## src/rtl/udp_rx.sv

```systemverilog
// rtl/udp_rx.sv - UDP receive header parser and payload forwarder
//
// Parses the 8-byte UDP header that follows an accepted IP header, publishes
// the header fields with a one-cycle udp_rx_start pulse, then forwards the
// payload bytes with one cycle of latency. Trailing bytes beyond the UDP
// length (Ethernet padding) and rejected frames are swallowed up to data_in_last.
//
// Optional build macro: UDP_RX_PORT_FILTER_EN - accept only dst_port == LISTEN_PORT.
//
// Ports:
//   clk                   sole clock, rising edge
//   reset                 asynchronous active-low reset
//   ip_rx_start           pulse: IP header fields valid
//   ip_rx_protocol        IP protocol number (UDP = 17)
//   ip_rx_src_ip          source IPv4 address
//   ip_rx_is_valid        IP header check passed
//   ip_rx_data_in*        IP payload byte stream (data, valid, last)
//   udp_rx_start          pulse: UDP header outputs valid
//   udp_rx_hdr_is_valid   a header has been accepted (held)
//   udp_rx_src_ip         latched source IP
//   udp_rx_src_port       UDP source port
//   udp_rx_dst_port       UDP destination port
//   udp_rx_data_length    payload length (length field - 8)
//   udp_rx_data_out*      payload byte stream (data, valid, last)

module udp_rx #(
    parameter logic [15:0] LISTEN_PORT = 16'd8080
) (
    input  logic        clk,
    input  logic        reset,
    input  logic        ip_rx_start,
    input  logic [7:0]  ip_rx_protocol,
    input  logic [31:0] ip_rx_src_ip,
    input  logic        ip_rx_is_valid,
    input  logic [7:0]  ip_rx_data_in,
    input  logic        ip_rx_data_in_valid,
    input  logic        ip_rx_data_in_last,
    output logic        udp_rx_start,
    output logic        udp_rx_hdr_is_valid,
    output logic [31:0] udp_rx_src_ip,
    output logic [15:0] udp_rx_src_port,
    output logic [15:0] udp_rx_dst_port,
    output logic [15:0] udp_rx_data_length,
    output logic [7:0]  udp_rx_data_out,
    output logic        udp_rx_data_out_valid,
    output logic        udp_rx_data_out_last
);

`ifdef UDP_RX_PORT_FILTER_EN
    localparam logic FILTER_EN = 1'b1;
`else
    localparam logic FILTER_EN = 1'b0;
`endif

    typedef enum logic [1:0] {IDLE, HDR, DATA, DISCARD} state_t;

    state_t      state;
    logic [2:0]  hdr_cnt;
    logic [47:0] hdr_sr;     // header bytes 0..5; checksum bytes are never stored
    logic [31:0] src_ip_q;
    logic [15:0] pay_cnt;

    logic [15:0] f_src_port;
    logic [15:0] f_dst_port;
    logic [15:0] f_length;
    logic        port_ok;
    logic [15:0] pay_next;
    logic        pay_done;

    assign f_src_port = hdr_sr[47:32];
    assign f_dst_port = hdr_sr[31:16];
    assign f_length   = hdr_sr[15:0];
    assign port_ok    = !FILTER_EN || (f_dst_port == LISTEN_PORT);
    assign pay_next   = pay_cnt + 16'd1;
    assign pay_done   = (pay_next == udp_rx_data_length);

    always_ff @(posedge clk or negedge reset) begin
        if (!reset) begin
            state                 <= IDLE;
            hdr_cnt               <= 3'd0;
            hdr_sr                <= 48'd0;
            src_ip_q              <= 32'd0;
            pay_cnt               <= 16'd0;
            udp_rx_start          <= 1'b0;
            udp_rx_hdr_is_valid   <= 1'b0;
            udp_rx_src_ip         <= 32'd0;
            udp_rx_src_port       <= 16'd0;
            udp_rx_dst_port       <= 16'd0;
            udp_rx_data_length    <= 16'd0;
            udp_rx_data_out       <= 8'd0;
            udp_rx_data_out_valid <= 1'b0;
            udp_rx_data_out_last  <= 1'b0;
        end else begin
            udp_rx_start          <= 1'b0;
            udp_rx_data_out_valid <= 1'b0;
            udp_rx_data_out_last  <= 1'b0;

            case (state)
                IDLE: begin
                    if (ip_rx_start) begin
                        if (ip_rx_protocol == 8'd17 && ip_rx_is_valid) begin
                            src_ip_q <= ip_rx_src_ip;
                            hdr_cnt  <= 3'd0;
                            state    <= HDR;
                        end else begin
                            state <= DISCARD;
                        end
                    end
                end

                HDR: begin
                    if (ip_rx_data_in_valid) begin
                        hdr_cnt <= hdr_cnt + 3'd1;
                        if (hdr_cnt < 3'd6)
                            hdr_sr <= {hdr_sr[39:0], ip_rx_data_in};
                        if (hdr_cnt == 3'd7) begin
                            if (f_length < 16'd8 || !port_ok) begin
                                // Rejected; a frame already ending here needs no discard phase
                                state <= ip_rx_data_in_last ? IDLE : DISCARD;
                            end else begin
                                udp_rx_start        <= 1'b1;
                                udp_rx_hdr_is_valid <= 1'b1;
                                udp_rx_src_ip       <= src_ip_q;
                                udp_rx_src_port     <= f_src_port;
                                udp_rx_dst_port     <= f_dst_port;
                                udp_rx_data_length  <= f_length - 16'd8;
                                pay_cnt             <= 16'd0;
                                if (ip_rx_data_in_last)
                                    state <= IDLE;
                                else if (f_length == 16'd8)
                                    state <= DISCARD;
                                else
                                    state <= DATA;
                            end
                        end else if (ip_rx_data_in_last) begin
                            state <= IDLE;   // truncated header
                        end
                    end
                end

                DATA: begin
                    if (ip_rx_data_in_valid) begin
                        udp_rx_data_out       <= ip_rx_data_in;
                        udp_rx_data_out_valid <= 1'b1;
                        udp_rx_data_out_last  <= pay_done || ip_rx_data_in_last;
                        pay_cnt               <= pay_next;
                        if (ip_rx_data_in_last)
                            state <= IDLE;
                        else if (pay_done)
                            state <= DISCARD;
                    end
                end

                DISCARD: begin
                    if (ip_rx_data_in_valid && ip_rx_data_in_last)
                        state <= IDLE;
                end

                default: state <= IDLE;
            endcase
        end
    end

endmodule

```

## config.mk

```make
export PLATFORM = sky130hd
export DESIGN_NAME = udp_rx
export DESIGN_NICKNAME = d
export VERILOG_FILES = /design/src/rtl/udp_rx.sv
export SDC_FILE = /design/constraint.sdc
export NUM_CORES = 1
export LEC_CHECK = 0
export CAP_MARGIN = 40
export CORE_MARGIN = 3
export CORE_UTILIZATION = 45
export DETAILED_ROUTE_END_ITERATION = 8
export PLACE_DENSITY = 0.73
export SKIP_LAST_GASP = 1
export SLEW_MARGIN = 20
export SYNTH_ARGS = -nofsm -noshare
export SYNTH_HDL_FRONTEND = slang
export SYNTH_SLANG_ARGS = --single-unit
```

## constraint.sdc

```tcl
create_clock -name clk -period 2.5 [get_ports clk]
set_clock_uncertainty 0.15 [all_clocks]
set_input_delay 0.25 -clock clk [delete_from_list [all_inputs] [get_ports clk]]
set_output_delay 0.25 -clock clk [all_outputs]
set_load 0.02 [all_outputs]
```

==> results.md, run 1 <==
Outcome:
- The run finished with clean final reports.

Timing:
- Setup repair after global routing could not meet its margin everywhere.
- The setup slack after layout is 0.103 ns.
- The share of the cycle needed by the critical path after routing is 95.9%.
- Based on the critical path, the design can be clocked at up to 0.417 GHz.
- The worst slew slack as a fraction of its limit is 64.9%.
- The number of pins exceeding their max-slew limit in the final report came to 0.
- The total count of hold-check failures in the final report is 0.
- The measured slew at the worst slew-check pin is 0.526 ns.
- The clock period minus final worst setup slack is 2.40 ns.
- The number of failing setup endpoints in the final timing report is 0.
- The final setup TNS is 0 ns.

Layout:
- The number of antenna diodes in the final layout is 0.
- Of the cells placed in the final design, the portion with a size suffix greater than 1 is 15.0%.
- The area growth from synthesis to layout is 29.6%.
- After the last flow step, the layout net total stands at 989.
- The post-route cell area is 0.0106 sq mm.

Pwr:
- Summed over all nets, the switching power comes to 2.84 mW.
- The peak supply drop is 0.600 mV.
- The share of total power dissipated in the clock network is 27.5%.
- Summed over all cells, the static leakage comes to 5.13 nW.
- The internal power is 6.19 mW.
- The design draws 9.03 mW.
- Combinational cells account for 25.4% of the total power.
- Of the total power, registers draw 47.1%.
- The proportion of total power due to net switching is 31.4%.
- The cell area power density is 851 mW/mm^2.

Yosys:
- The number of synthesized register bits is 193.
- The top-area cell type share of the netlist area is 59.0%.
- The most repeated cell in the gate-level netlist after synthesis is nand2_1.
- After synthesis, the cell types taking the most area are dfrtp_1, nand2_1, mux2_2.
- For this run, the number of Yosys warnings is 0.
- The cell count after synthesis is 781.
- The net count after synthesis is 839.
- The post-synthesis cell type with the largest combined area is dfrtp_1.
- The cell area after synthesis is 0.00819 sq mm.
- The mean area per synthesized cell is 10.5 sq um.
- In the synthesized netlist, the cells that appear most often are nand2_1, dfrtp_1, mux2_2.
- Counting flops with an async set or reset pin after synthesis yields a share of 100%.
- The number of flops mapped to enable cells by yosys is 0.
- For this run, the leading register cell type out of synthesis is dfrtp_1.
- After synthesis, the netlist uses 48 different library cells.
- Sequential elements use 59.0% of the synthesized area.

Routing:
- The wire length per cell after detailed routing is 16.0 um.
- For this run, design rule violations remaining after detail routing come to 0.
- The initial DRC count is 299.
- Once detail routing completed, the nets flagged for antenna violations numbered 0.
- The pre-antenna-repair detailed-routing pass consisted of 5 iterations.
- The number of vias after detailed routing is 6055.
- In the routed layout, each cell is associated on average with a via count of 5.18.
- The total wirelength of the detailed-routed design is 18.8 mm.

Die:
- Once the floorplan was initialized, standard cells occupied 46.7% of the core.
- The overall die height is 141 um.
- The die is 141 um wide.
- The placeable core region is 0.0175 sq mm.
- The floorplan has 48 rows.
- The boundary pin count is 146.
- The floorplan step defined a die boundary enclosing 0.0198 sq mm.

Clock tree:
- The clock drives 193 sinks.
- The root cell of the clock tree is clkbuf_16.
- Post-CTS timing repair inserted 0 buffers for setup.
- CTS built an H-tree with a depth of 4.
- The CTS tree is done.
- The maximum clock path buffer count is 2.
- The clock buffer count from CTS is 17.
- The clock slew seen by the registers of the worst setup and hold paths is 0.07 ns.
- At the later pin of the worst-skew pair, clock insertion delay measures 0.42 ns.

Global routing:
- Global routing finished with a remaining overflow of 0.
- The number of global-route vias before repair came to 6100.
- The number of antenna violations at the first check in global routing is 0.
- The first global-routing pass estimated 31.2 mm of wire.
- The largest net degree at the start of global routing is 72.
- Global routing consumed, over all layers together, 19.5% of the routing resources.

Place:
- The standard cell area after detailed placement is 0.0100 sq mm.
- The final weighted congestion in routability-driven placement is 0.889.
- During placement, the flow inserted port buffers numbering 145.
- Summed over all nets, the half-perimeter wirelength after detailed placement is 12.8 mm.
- Prior to clock tree synthesis, the placed netlist has a worst setup slack of 0.0612 ns.

Worst setup path:
- The worst setup path is captured at a flip-flop.
- For the worst setup path, the data arrival time is 2.59 ns.
- The category of the worst setup path launch point is a flip-flop.
- The largest fanout on the critical path is 6.
- Data on the critical path is required at its endpoint by 2.69 ns.
- The critical path class is reg -> reg.

Run:
- The tool flagged a number of max-cap violations equal to 0.

Min path:
- In this run the worst hold path is classified as in -> async.
critical path, stage by stage, from the launching register on:
cell	delay [ns]
dfrtp_1	0.41
buf_4	0.17
and4_1	0.36
nor3_1	0.09
nor4_1	0.29
nand4_1	0.12
or4_1	0.57
o21ai_1	0.16
power groups by stage:
stage	Combinational, mW	Clock (mW)	Sequential [mW]
finish	2.30	2.48	4.25
global route	2.54	2.68	4.33
CTS	2.29	2.54	4.23
detailed placement	2.27	0	4.29
global placement	2.22	0	4.27
floorplan	1.28	0	4.27
metrics by stage:
stage | utilization (%) | hold WS (ns) | cells
2_1_floorplan | - | -0.196 | 781
5_1_grt | 60.5 | 0.248 | 1169
3_3_place_gp | 57.2 | 0.106 | 1136
3_5_place_dp | 57.2 | 0.104 | 1136
6_report | 60.5 | 0.199 | 1169
4_1_cts | 60.3 | 0.214 | 1169
placed cells by master (no fill, tap or decap), drive strengths merged, types with 8 or more instances in the layout:
master and n:
clkdlybuf4s50 144, nand3 10, nand4 8, nor3 11, o21ai 29, dfrtp 193, nor2 24, clkbuf 25
inv 10, xnor2 16, a21oi 15, a31oi 16, nand2 264, mux2 79, buf 25, xor2 15
area by class of cell:
cell class / instances / area, sq um
sequential: 193 / 4830
timing repair buffer: 171 / 1740
clock inverter: 8 / 53.8
multi-input combinational: 540 / 3190
clock buffer: 24 / 482
fill: 1493 / 6930
inverter: 8 / 30.0
tap: 225 / 282
registers in the layout (all words and copies together) (netlist names):
register               flops
hdr_cnt                    3
hdr_sr                    48
pay_cnt                   16
src_ip_q                  32
state                      2
udp_rx_data_length        16
udp_rx_data_out            8
udp_rx_data_out_last       1
udp_rx_data_out_valid      1
udp_rx_dst_port           16
udp_rx_hdr_is_valid        1
udp_rx_src_ip             32
udp_rx_src_port           16
udp_rx_start               1
metal layers:
layer  vias to the layer above  wire length (um)  share of wire (%)  track usage [%]
met5                         -                 0                  0                0
met4                         0               266                1.4             5.25
met3                        26              1210                6.4             5.33
met2                       174              8850                 47             30.9
met1                      2937              8430                 45             26.7
li1                       2918                 -                  -                -
what timing repair did:
item,4_1_cts,5_1_grt
resized for setup,0,6
endpoints found under the hold margin,55,0
endpoints found under the setup margin,0,3
hold buffers,1,0
kinds of logic (layout without fill, tap and decap cells):
| logic type | count (synthesis) | count (layout) | synth area share (%) |
|---|---|---|---|
| AO/OA/AOI/OAI | 79 | 79 | 5.84 |
| XOR/XNOR | 31 | 31 | 3.32 |
| adder cells (fa/ha/maj) | 4 | 4 | 0.611 |
| buffers and inverters | 48 | 211 | 2.49 |
| flip-flops | 193 | 193 | 59.0 |
| multiplexers | 79 | 79 | 10.9 |
| AND/OR/NAND/NOR | 347 | 347 | 17.9 |
final timing paths:
kind	start	to	slack, ns	cells past startpoint
setup / recovery	pay_cnt[0]$_DFFE_PN0P_	state[0]$_DFFE_PN0P_	0.10	7
hold / removal	reset	src_ip_q[19]$_DFFE_PN0P_	0.20	2
setup reg to reg	pay_cnt[0]$_DFFE_PN0P_	state[0]$_DFFE_PN0P_	0.10	7
hold reg to reg	hdr_sr[45]$_DFFE_PN0P_	udp_rx_src_port[13]$_DFFE_PN0P_	0.31	2
max in group asynchronous	reset	hdr_sr[21]$_DFFE_PN0P_	1.26	3
min in group clk	ip_rx_data_in[2]	udp_rx_data_out[2]$_DFFE_PN0P_	0.24	3
No activity file was read; power rests on OpenSTA's default activity.
==> inputs of run 2 (changes only) <==
--- a/config.mk
+++ b/config.mk
@@ -7,8 +7,9 @@
 export LEC_CHECK = 0
 export CAP_MARGIN = 40
 export CORE_MARGIN = 3
-export CORE_UTILIZATION = 45
+export CORE_UTILIZATION = 55
 export DETAILED_ROUTE_END_ITERATION = 8
+export DONT_BUFFER_PORTS = 1
 export PLACE_DENSITY = 0.73
 export SKIP_LAST_GASP = 1
 export SLEW_MARGIN = 20
==> run 2 against run 1 <==
Effect of this change: the run now ends with hold timing left; final area fell by 10%; combinational power down 20%; core utilization up 6.5 points; die area shrank 17%; maximum frequency increased by 0.13%; non-clock buffer count is 95 lower; count of clock-buffer cells in the layout is 7 lower; first-iteration DRC count grew 22%; largest cell class unchanged; largest power group unchanged; highest routed layer unchanged.
==> results.md, run 2 (synthesized netlist as in run 1, its figures left out) <==
Timing:
- In the post-route analysis, the smallest setup slack over all paths is 0.106 ns.
- The number of pins exceeding their max-slew limit in the final report was 0.
- The final worst hold slack is -0.635 ns.
- Setup repair after global routing could not meet its margin everywhere.
- The worst slew slack as a fraction of its limit is 59.6%.
- The number of failing setup endpoints in the final timing report is 0.
- Static timing analysis puts the maximum clock frequency at 0.418 GHz.
- The total count of hold-check failures in the final report is 193.
- At the pin with the least slew margin, the transition time is 0.607 ns.
- The clock period minus final worst setup slack is 2.39 ns.
- In the finished design, the share of the clock period the worst path needs comes to 95.8%.

Layout:
- For this run, the post-layout net count is 894.
- The number of flip-flops in the largest register is 48.
- The library cells used most frequently in the layout, excluding fill and tap cells, are nand2_1, dfrtp_1, mux2_2, dlygate4sd3_1, buf_4.
- The proportion of layout cells with a drive suffix above 1 is 17.8%.
- The signed area change from the synthesized netlist to the final layout is 16.3%.
- The register name with the most flops is hdr_sr.
- The final design utilization is 67.0%.
- The most common cell after layout, fill and taps aside is nand2_1.
- 0 antenna diodes ended up in the layout.
- The largest registers in the layout are hdr_sr: 48 flops, src_ip_q: 32 flops, udp_rx_src_ip: 32 flops.

Clock tree:
- For this design, the sink count on the clock tree is 193.
- CTS placed an instance of clkbuf_16 at the clock tree root.
- The clock slew seen by the registers of the worst setup and hold paths is 0.07 ns.
- The number of clock buffers added by TritonCTS is 17.
- The maximum clock path buffer count is 2.
- The hold-fix buffer count after cts is 43.
- CTS built an H-tree with a depth of 4.
- The CTS tree is done.
- The insertion delay of the later-clocked pin in the worst-skew pair is 0.43 ns.

Global routing:
- The number of global-route vias before repair was 5965.
- The number of antenna violations at the first check in global routing is 0.
- The aggregate global-route resource usage is 23.6%.
- The largest net degree at the start of global routing is 194.
- The total overflow left after global routing is 0.
- The global-route wire length before repair is 30.5 mm.

Routing:
- The wire length per cell after detailed routing is 18.2 um.
- In the routed design, unresolved DRC markers number 0.
- Once detail routing completed, the nets flagged for antenna violations numbered 0.
- The vias per cell is 5.56.
- The detailed router finished its first iteration with 364 violations.
- After detailed routing, the total wire length is 18.7 mm.
- The first detailed-routing pass took 4 iterations.
- The number of vias after detailed routing is 5719.

Worst setup path:
- The data required time of the worst path is 2.70 ns.
- The worst register-to-register path has a depth of 7.
- In this run the worst path has a maximum fanout of 4.
- The worst setup path is launched from a flip-flop.
- The critical path starts at pay_cnt[1]$_DFFE_PN0P_.
- The critical path class is reg -> reg.
- In this run the critical register-to-register path is launched from pay_cnt[1]$_DFFE_PN0P_.
- The endpoint class of the critical path is a flip-flop.
- For the worst setup path, the data arrival time is 2.60 ns.

Die:
- The floorplan die area is 0.0164 sq mm.
- The row count is 43.
- Measured along the x axis, the die boundary spans 128 um.
- The overall die height is 128 um.
- The placeable core region is 0.0142 sq mm.
- Pin placement for this block handled 146 I/O pins.
- The starting density of the core is 57.6%.

Pwr:
- The leakage power is 4.80 nW.
- Power spread over the standard cell area amounts to 930 mW/mm^2.
- VDD sags by at most 0.611 mV.

Place:
- At the end of routability-driven placement, the weighted congestion stood at 0.916.
- At the placement stage, the worst setup path has a slack of 0.0578 ns.
- The number of port buffers is 0.
- Detailed placement finished with a half-perimeter wire length of 12.4 mm.

Outcome:
- The run finished, with violations left.
- The checks that failed: hold timing.

Run:
- The number of max-cap violations is 0.

Min path:
- The kind of path behind the tightest hold check is in -> async.
[run 2: cell count changes in the layout (fill, tap and decap cells not counted), sizes merged, moves of 5 or more]
cell / delta
buf: +8
clkdlybuf4s50: -144
inv: +5
dlygate4sd3: +42
clkbuf: -8
[run 2: layer usage]
layer	routed length [um]	vias to the layer above	global-route usage, %
met1	7730	2779	29.5
met5	0	-	0
met2	9250	191	39.2
met4	381	0	7.80
li1	-	2721	-
met3	1310	28	7.58
[run 2: area by class of cell]
class                      instances  area (sq um)
fill                            1086          4680
clock inverter                    15           150
multi-input combinational        540          3170
timing repair buffer              76           691
inverter                           8          30.0
tap                              180           225
sequential                       193          4830
clock buffer                      17           425
[run 2: what timing repair did]
action	in CTS	in global routing
gates resized for setup	0	2
setup buffers	0	1
endpoints found under the setup margin	0	3
endpoints found under the hold margin	246	193
[run 2: where the power goes]
part           total [mW]  leakage [nW]  switching, mW  internal (mW)
Clock                2.63         0.280           1.23           1.41
Combinational        1.84          1.91          0.908          0.929
Sequential           4.38          2.62          0.705           3.67
[run 2: critical path, stage by stage (launching register included)]
cell       delay, ns
dfrtp_1         0.42
ha_1            0.22
and3_1          0.23
or4_1           0.47
o2111ai_1       0.11
o31ai_1         0.11
or4_1           0.46
o21ai_1         0.15
[run 2: path summary, 6_finish.rpt]
check | endpoint | slack [ns]
min in group clk | pay_cnt[10]$_DFFE_PN0P_ | 0.06
min | udp_rx_src_port[9]$_DFFE_PN0P_ | -0.63
max | state[0]$_DFFE_PN0P_ | 0.11
max in group asynchronous | udp_rx_src_ip[14]$_DFFE_PN0P_ | 2.54
max reg2reg | state[0]$_DFFE_PN0P_ | 0.11
min reg2reg | udp_rx_src_ip[15]$_DFFE_PN0P_ | 0.31
[run 2: stage by stage]
stage / setup TNS [ns] / total power, mW / area [sq um] / std cells / hold slack [ns]
6_report: 0 / 8.85 / 9520 / 1029 / -0.635
3_3_place_gp: 0 / 6.09 / 8500 / 953 / -0.190
3_5_place_dp: 0 / 6.18 / 8500 / 953 / -0.191
5_1_grt: -0.00447 / 9.32 / 9520 / 1029 / -0.663
2_1_floorplan: 0 / 5.54 / 8190 / 781 / -0.196
4_1_cts: 0 / 8.89 / 9510 / 1028 / -0.656
==> inputs of run 3 (changes only) <==
--- a/config.mk
+++ b/config.mk
@@ -10,7 +10,7 @@
 export CORE_UTILIZATION = 55
 export DETAILED_ROUTE_END_ITERATION = 8
 export DONT_BUFFER_PORTS = 1
-export PLACE_DENSITY = 0.73
+export PLACE_DENSITY = 0.7
 export SKIP_LAST_GASP = 1
 export SLEW_MARGIN = 20
 export SYNTH_ARGS = -nofsm -noshare
==> constraint.sdc (replaced) <==
create_clock -name clk -period 2.55 [get_ports clk]
set_clock_uncertainty 0.15 [all_clocks]
set_input_delay 0.255 -clock clk [delete_from_list [all_inputs] [get_ports clk]]
set_output_delay 0.255 -clock clk [all_outputs]
set_load 0.02 [all_outputs]
==> run 3 against run 2 <==
Effect of this change: the run still ends with hold timing left; core utilization grew 0.26 points; final area grew 0.38%; clock power grew 8.0%; hold slack gained 0.0098 ns; critical path depth shrank 1; combinational power shrank 6%; wire length grew 0.47%; global-route usage shrank 0.10 points; sequential power shrank 0.9%; non-clock buffer count shrank 7; critical path type unchanged.
==> results.md, run 3 (synthesized netlist as in run 1, its figures left out) <==
Global routing:
- The largest net degree at the start of global routing is 194.
- The number of global-route vias before repair is 5746.
- The number of antenna violations at the first check in global routing is 0.
- The aggregate global-route resource usage is 23.5%.
- The global-route wire length before repair is 30.5 mm.
- The leftover overflow at the end of global routing is 0.

Worst setup path:
- The category of the worst setup path launch point is a flip-flop.
- The critical path is of the reg -> reg type.
- The endpoint class of the critical path is a flip-flop.
- The critical path arrival is 2.63 ns.
- The data required time of the worst path is 2.75 ns.
- Along the worst path, the maximum fanout reaches 8.

Layout:
- Leaving out fill and tap cells, the most frequent cells in the layout are nand2_1, dfrtp_1, mux2_2, dlygate4sd3_1, o21ai_0.
- Summing all multi-input logic gate instances after layout gives 0.00317 sq mm.
- The proportion of layout cells with a drive suffix above 1 is 16.9%.
- The register with the most flip-flops in the layout has 48 of them.
- The register area is 0.00483 sq mm.
- In the final design database the tool counted 887 nets.
- The signed area change from the synthesized netlist to the final layout is 16.7%.
- Leaving out fill and tap cells, the most frequent cell in the layout is nand2_1.
- hdr_sr holds more flip-flops than any other register.
- In the final layout, the registers with the most flip-flops are hdr_sr: 48 flops, src_ip_q: 32 flops, udp_rx_src_ip: 32 flops.
- The filler cells instantiated in the layout total 1102.
- 0 antenna diodes ended up in the layout.

Clock tree:
- The clock slew seen by the registers of the worst setup and hold paths is 0.07 ns.
- The H-tree was split into 4 levels.
- The count of clock tree sinks is 193.
- The cell sitting at the root of the clock tree is a clkbuf_16.
- TritonCTS built the clock tree.
- The insertion delay of the later-clocked pin in the worst-skew pair is 0.42 ns.
- The hold-fix buffer count after cts is 43.
- Post-CTS timing repair inserted 0 buffers for setup.
- The clock passes through at most 2 buffers.
- The clock buffer count from CTS is 17.

Pwr:
- The worst-case IR drop observed on VDD is 0.502 mV.
- The analysis attributes to cell leakage a power of 4.81 nW.
- Power comes to 8.91 mW.
- The cell area power density is 933 mW/mm^2.

Place:
- Detailed placement ended at an HPWL of 12.3 mm.
- The congestion estimate from routability-driven global placement came to 0.893.
- Buffers placed on the I/O ports in this run total 0.

Run:
- The number of max-cap violations is 0.

Timing:
- The share of the cycle needed by the critical path after routing is 95.3%.
- The number of pins exceeding their max-slew limit in the final report is 0.
- The maximum operating frequency is 0.412 GHz.
- Setup violations remaining at the end of the flow were counted as 0.
- The clock period minus final worst setup slack is 2.43 ns.
- Setup repair after global routing left no endpoint under its margin.
- The final worst hold slack is -0.625 ns.
- The worst slew slack as a fraction of its limit is 63.2%.
- For the final routed database, the setup TNS stands at 0 ns.
- The measured slew at the worst slew-check pin is 0.552 ns.
- The total count of hold-check failures in the final report is 193.

Routing:
- The first TritonRoute pass finished after 5 iterations.
- The first routing iteration left 422 violations.
- The wire length per cell after detailed routing is 18.4 um.
- The number of vias after detailed routing is 5762.
- In the routed layout, each cell is associated on average with a via count of 5.64.
- The total wirelength of the detailed-routed design is 18.8 mm.
- For this run, design rule violations remaining after detail routing come to 0.
- Once detail routing completed, the nets flagged for antenna violations numbered 0.

Die:
- The row count is 43.
- The die covers 0.0164 sq mm.
- Once the floorplan was initialized, standard cells occupied 57.6% of the core.
- 146 I/O pins were placed.
- From left edge to right edge, the die measures 128 um.
- The die is 128 um tall.
- The placeable core region is 0.0142 sq mm.

Outcome:
- The flow ran to the end, but the final reports show violations.
- The checks that failed: hold timing.

Min path:
- The kind of path behind the tightest hold check is in -> async.
-- run 3: path summary, 6_finish.rpt --
check                           depth (start not counted)                              to  slack [ns]                startpoint
worst min-delay path                                    0  udp_rx_src_port[9]$_DFFE_PN0P_       -0.62                     reset
max in group asynchronous                               0        src_ip_q[11]$_DFFE_PN0P_        2.46                     reset
worst min register to register                          2   udp_rx_src_ip[26]$_DFFE_PN0P_        0.31  src_ip_q[26]$_DFFE_PN0P_
worst max-delay path                                    6            state[0]$_DFFE_PN0P_        0.12    pay_cnt[8]$_DFFE_PN0P_
worst max register to register                          6            state[0]$_DFFE_PN0P_        0.12    pay_cnt[8]$_DFFE_PN0P_
min in group clk                                        4            state[0]$_DFFE_PN0P_        0.07               ip_rx_start
-- run 3: where the power goes --
part           total, mW  switching, mW  internal (mW)
Clock               2.84           1.18           1.67
Combinational       1.73          0.852          0.878
Sequential          4.34          0.734           3.60
-- run 3: stage by stage --
stage / cells / instance area, sq um / setup WS [ns] / util (%)
floorplan: 781 / 8190 / 0.0761 / -
global placement: 947 / 8480 / 0.141 / 59.7
detailed placement: 947 / 8480 / 0.136 / 59.7
CTS: 1022 / 9540 / 0.113 / 67.2
global route: 1022 / 9560 / 0.0107 / 67.3
finish: 1022 / 9560 / 0.121 / 67.3
-- run 3: area by class of cell --
type                            count  share of cell area, %
Clock buffer                       18                   4.49
Inverter                            8                  0.314
Multi-Input combinational cell    540                   33.2
Clock inverter                     14                   2.13
Timing Repair Buffer               69                   6.98
Tap cell                          180                   2.36
Sequential cell                   193                   50.5
-- run 3: critical path, stage by stage, from the launching register on --
cell and delay [ns]:
dfrtp_1 0.52, nand2_1 0.19, or4_1 0.63, xor2_1 0.16, nor2_1 0.04, or4_1 0.50, o21ai_1 0.16
-- run 3: per-layer routing --
layer | global-route usage [%] | wire length (um)
met5 | 0 | 0
met4 | 7.55 | 352
met3 | 6.58 | 1220
met2 | 37.5 | 9180
met1 | 31.5 | 8020
-- run 3: what timing repair did --
item / CTS / global route
endpoints found under the setup margin: 0 / 35
gates resized for setup: 0 / 3
hold endpoints to repair: 246 / 193
==> patch: new RTL, config.mk and constraints of run 1 <==
Re-encode `state_t` (4 states) as one-hot, 4 bits wide.
--- a/src/rtl/udp_rx.sv
+++ b/src/rtl/udp_rx.sv
@@ -53,5 +53,5 @@
 `endif
 
-    typedef enum logic [1:0] {IDLE, HDR, DATA, DISCARD} state_t;
+    typedef enum logic [3:0] {IDLE = 4'b0001, HDR = 4'b0010, DATA = 4'b0100, DISCARD = 4'b1000} state_t;
 
     state_t      state;
Behaviour: same outputs for any inputs over 4 cycles, from zero or initial values and one cycle with reset low; so few cycles prove little.
==> patch against run 1 <==
- the run now ends with setup timing left
- synthesized cell count up 2.3%
- via count up 9.2%
- sequential cell count up 2
- first-iteration DRC count up 15%
- global-route usage up 1.1 points
- setup slack worse by 0.13 ns
- synthesized area up 3.3%
- final area up 11%
- routed wire length up 19%
- sequential share of layout area down 4.0 points
- utilization up 4.0 points
- maximum frequency down 5.2%
- highest routed layer unchanged
Power is not compared: it rests on default switching activity, and its combinational part moved more than twofold at a synthesized area within 25%.
==> patch: results (changes against run 1) <==
detailed-route via count 6611 (+9.2%); Seq/Total Area, Yosys 0.577 (-0.0128); HPWL after DPL 13800 um (+8.3%); fraction of standard cell area in multi-input logic 0.308 (+0.00753); Final GP Congestion 0.915 (+3.0%); Synth cell types 55 (+15%); Clock buf/inv share 0.0526 (+0.00212); Place WS -0.0371 ns (-0.0982 ns); finished layout cell area 0.0117 sq mm (+11%); met1 GRT Util 0.263 (-0.00411); CP max FO 5 (-1); GRT met3 Usage 0.0770 (+0.0238); final worst slack -0.0281 ns (-0.131 ns); first-pass GRT wire length 33100 um (+6.2%); I/O Buffers 145 (unchanged); Multi-In Gates 559 (+3.5%); final WL 22300 um (+19%); gr usage total 0.206 (+0.0110); M1 wire length 9300 um (+10%); clock buf count 18 (-25%); Detailed Route Iter0 Violations 344 (+15%); postcts setup bufs 5 (+5); Reg area 0.00488 sq mm (+1.1%); M2 GR Usage 0.329 (+0.0199); width of the die 143 um (+1.6%); layout cells sized above 1 0.259 (+0.108); dpl cell area 0.0105 sq mm (+4.3%); flop and latch count out of synthesis 195 (+1.0%); failing checks setup timing; fillers 1395 (-6.6%); HP Class input pin to register; bufs w/o clock 222 (+30%); non-clock buffer share of cell area 0.196 (+0.0323); WL met2 11000 um (+25%); initial antenna violation count 0 (unchanged); status finished with violations; Worst-Skew Late Latency 0.44 ns (+0.02 ns); largest net degree at the start of global routing 68 (-5.6%); met3 wire length 1640 um (+36%); worst vdd ir 0.438 mV; post_cts resized 5 (+5); max incr delay on CP 0.53 ns (-0.04 ns); Synth top cells by count 255 x nand2_1, 194 x dfrtp_1, 81 x mux2_2, 43 x o21ai_0, 29 x nor2_1; Synth area leaders dfrtp_1 57%, nand2_1 11%, mux2_2 11%; Nets 1061 (+7.3%); Worst-path clk slew 0.08 ns; Final Setup Violations 3 (+3); Synthesized Nets 857 (+2.1%); combinational-cell power consumption 0.352 mW; slowest cell on the critical path or4_4; Worst Tran Pin Value 0.559 ns (+0.0327 ns); number of global-route vias before repair 6414 (+5.1%); crit path DAT 2.70 ns (+0.11 ns); DRT Pass-1 Iters 5 (unchanged); YS warnings 0 (unchanged); quantity of hold-fixing buffers added after cts 1 (unchanged)
[patch: kinds of logic after synthesis]
family                     synth area share
muxes                                 0.108
buffers and inverters                0.0331
AOI/OAI and AO/OA                    0.0613
and+or+nand+nor                       0.181
xor gates and xnor gates             0.0331
DFF                                   0.577
adders and majority gates           0.00592
[patch: per-stage QoR]
step	power [mW]	setup TNS [ns]	std cells
after floorplan	3.42	-0.0922	799
after global placement	3.63	0	1190
after detailed placement	3.63	-1.19	1190
after CTS	6.42	-0.169	1231
after global routing	6.63	-2.92	1245
final	6.40	-0.0565	1245
[patch: worst paths after layout]
check,from,end,cells after the start,slack [ns]
max in group asynchronous,reset,udp_rx_src_ip[23],3,1.13
max reg2reg,hdr_sr[11],udp_rx_data_length[0],6,-0.03
min,ip_rx_data_in[3],udp_rx_data_out[3],3,0.22
min reg2reg,src_ip_q[9],udp_rx_src_ip[9],2,0.32
max,hdr_sr[11],udp_rx_data_length[0],6,-0.03
min in group asynchronous,reset,hdr_sr[32],2,0.24
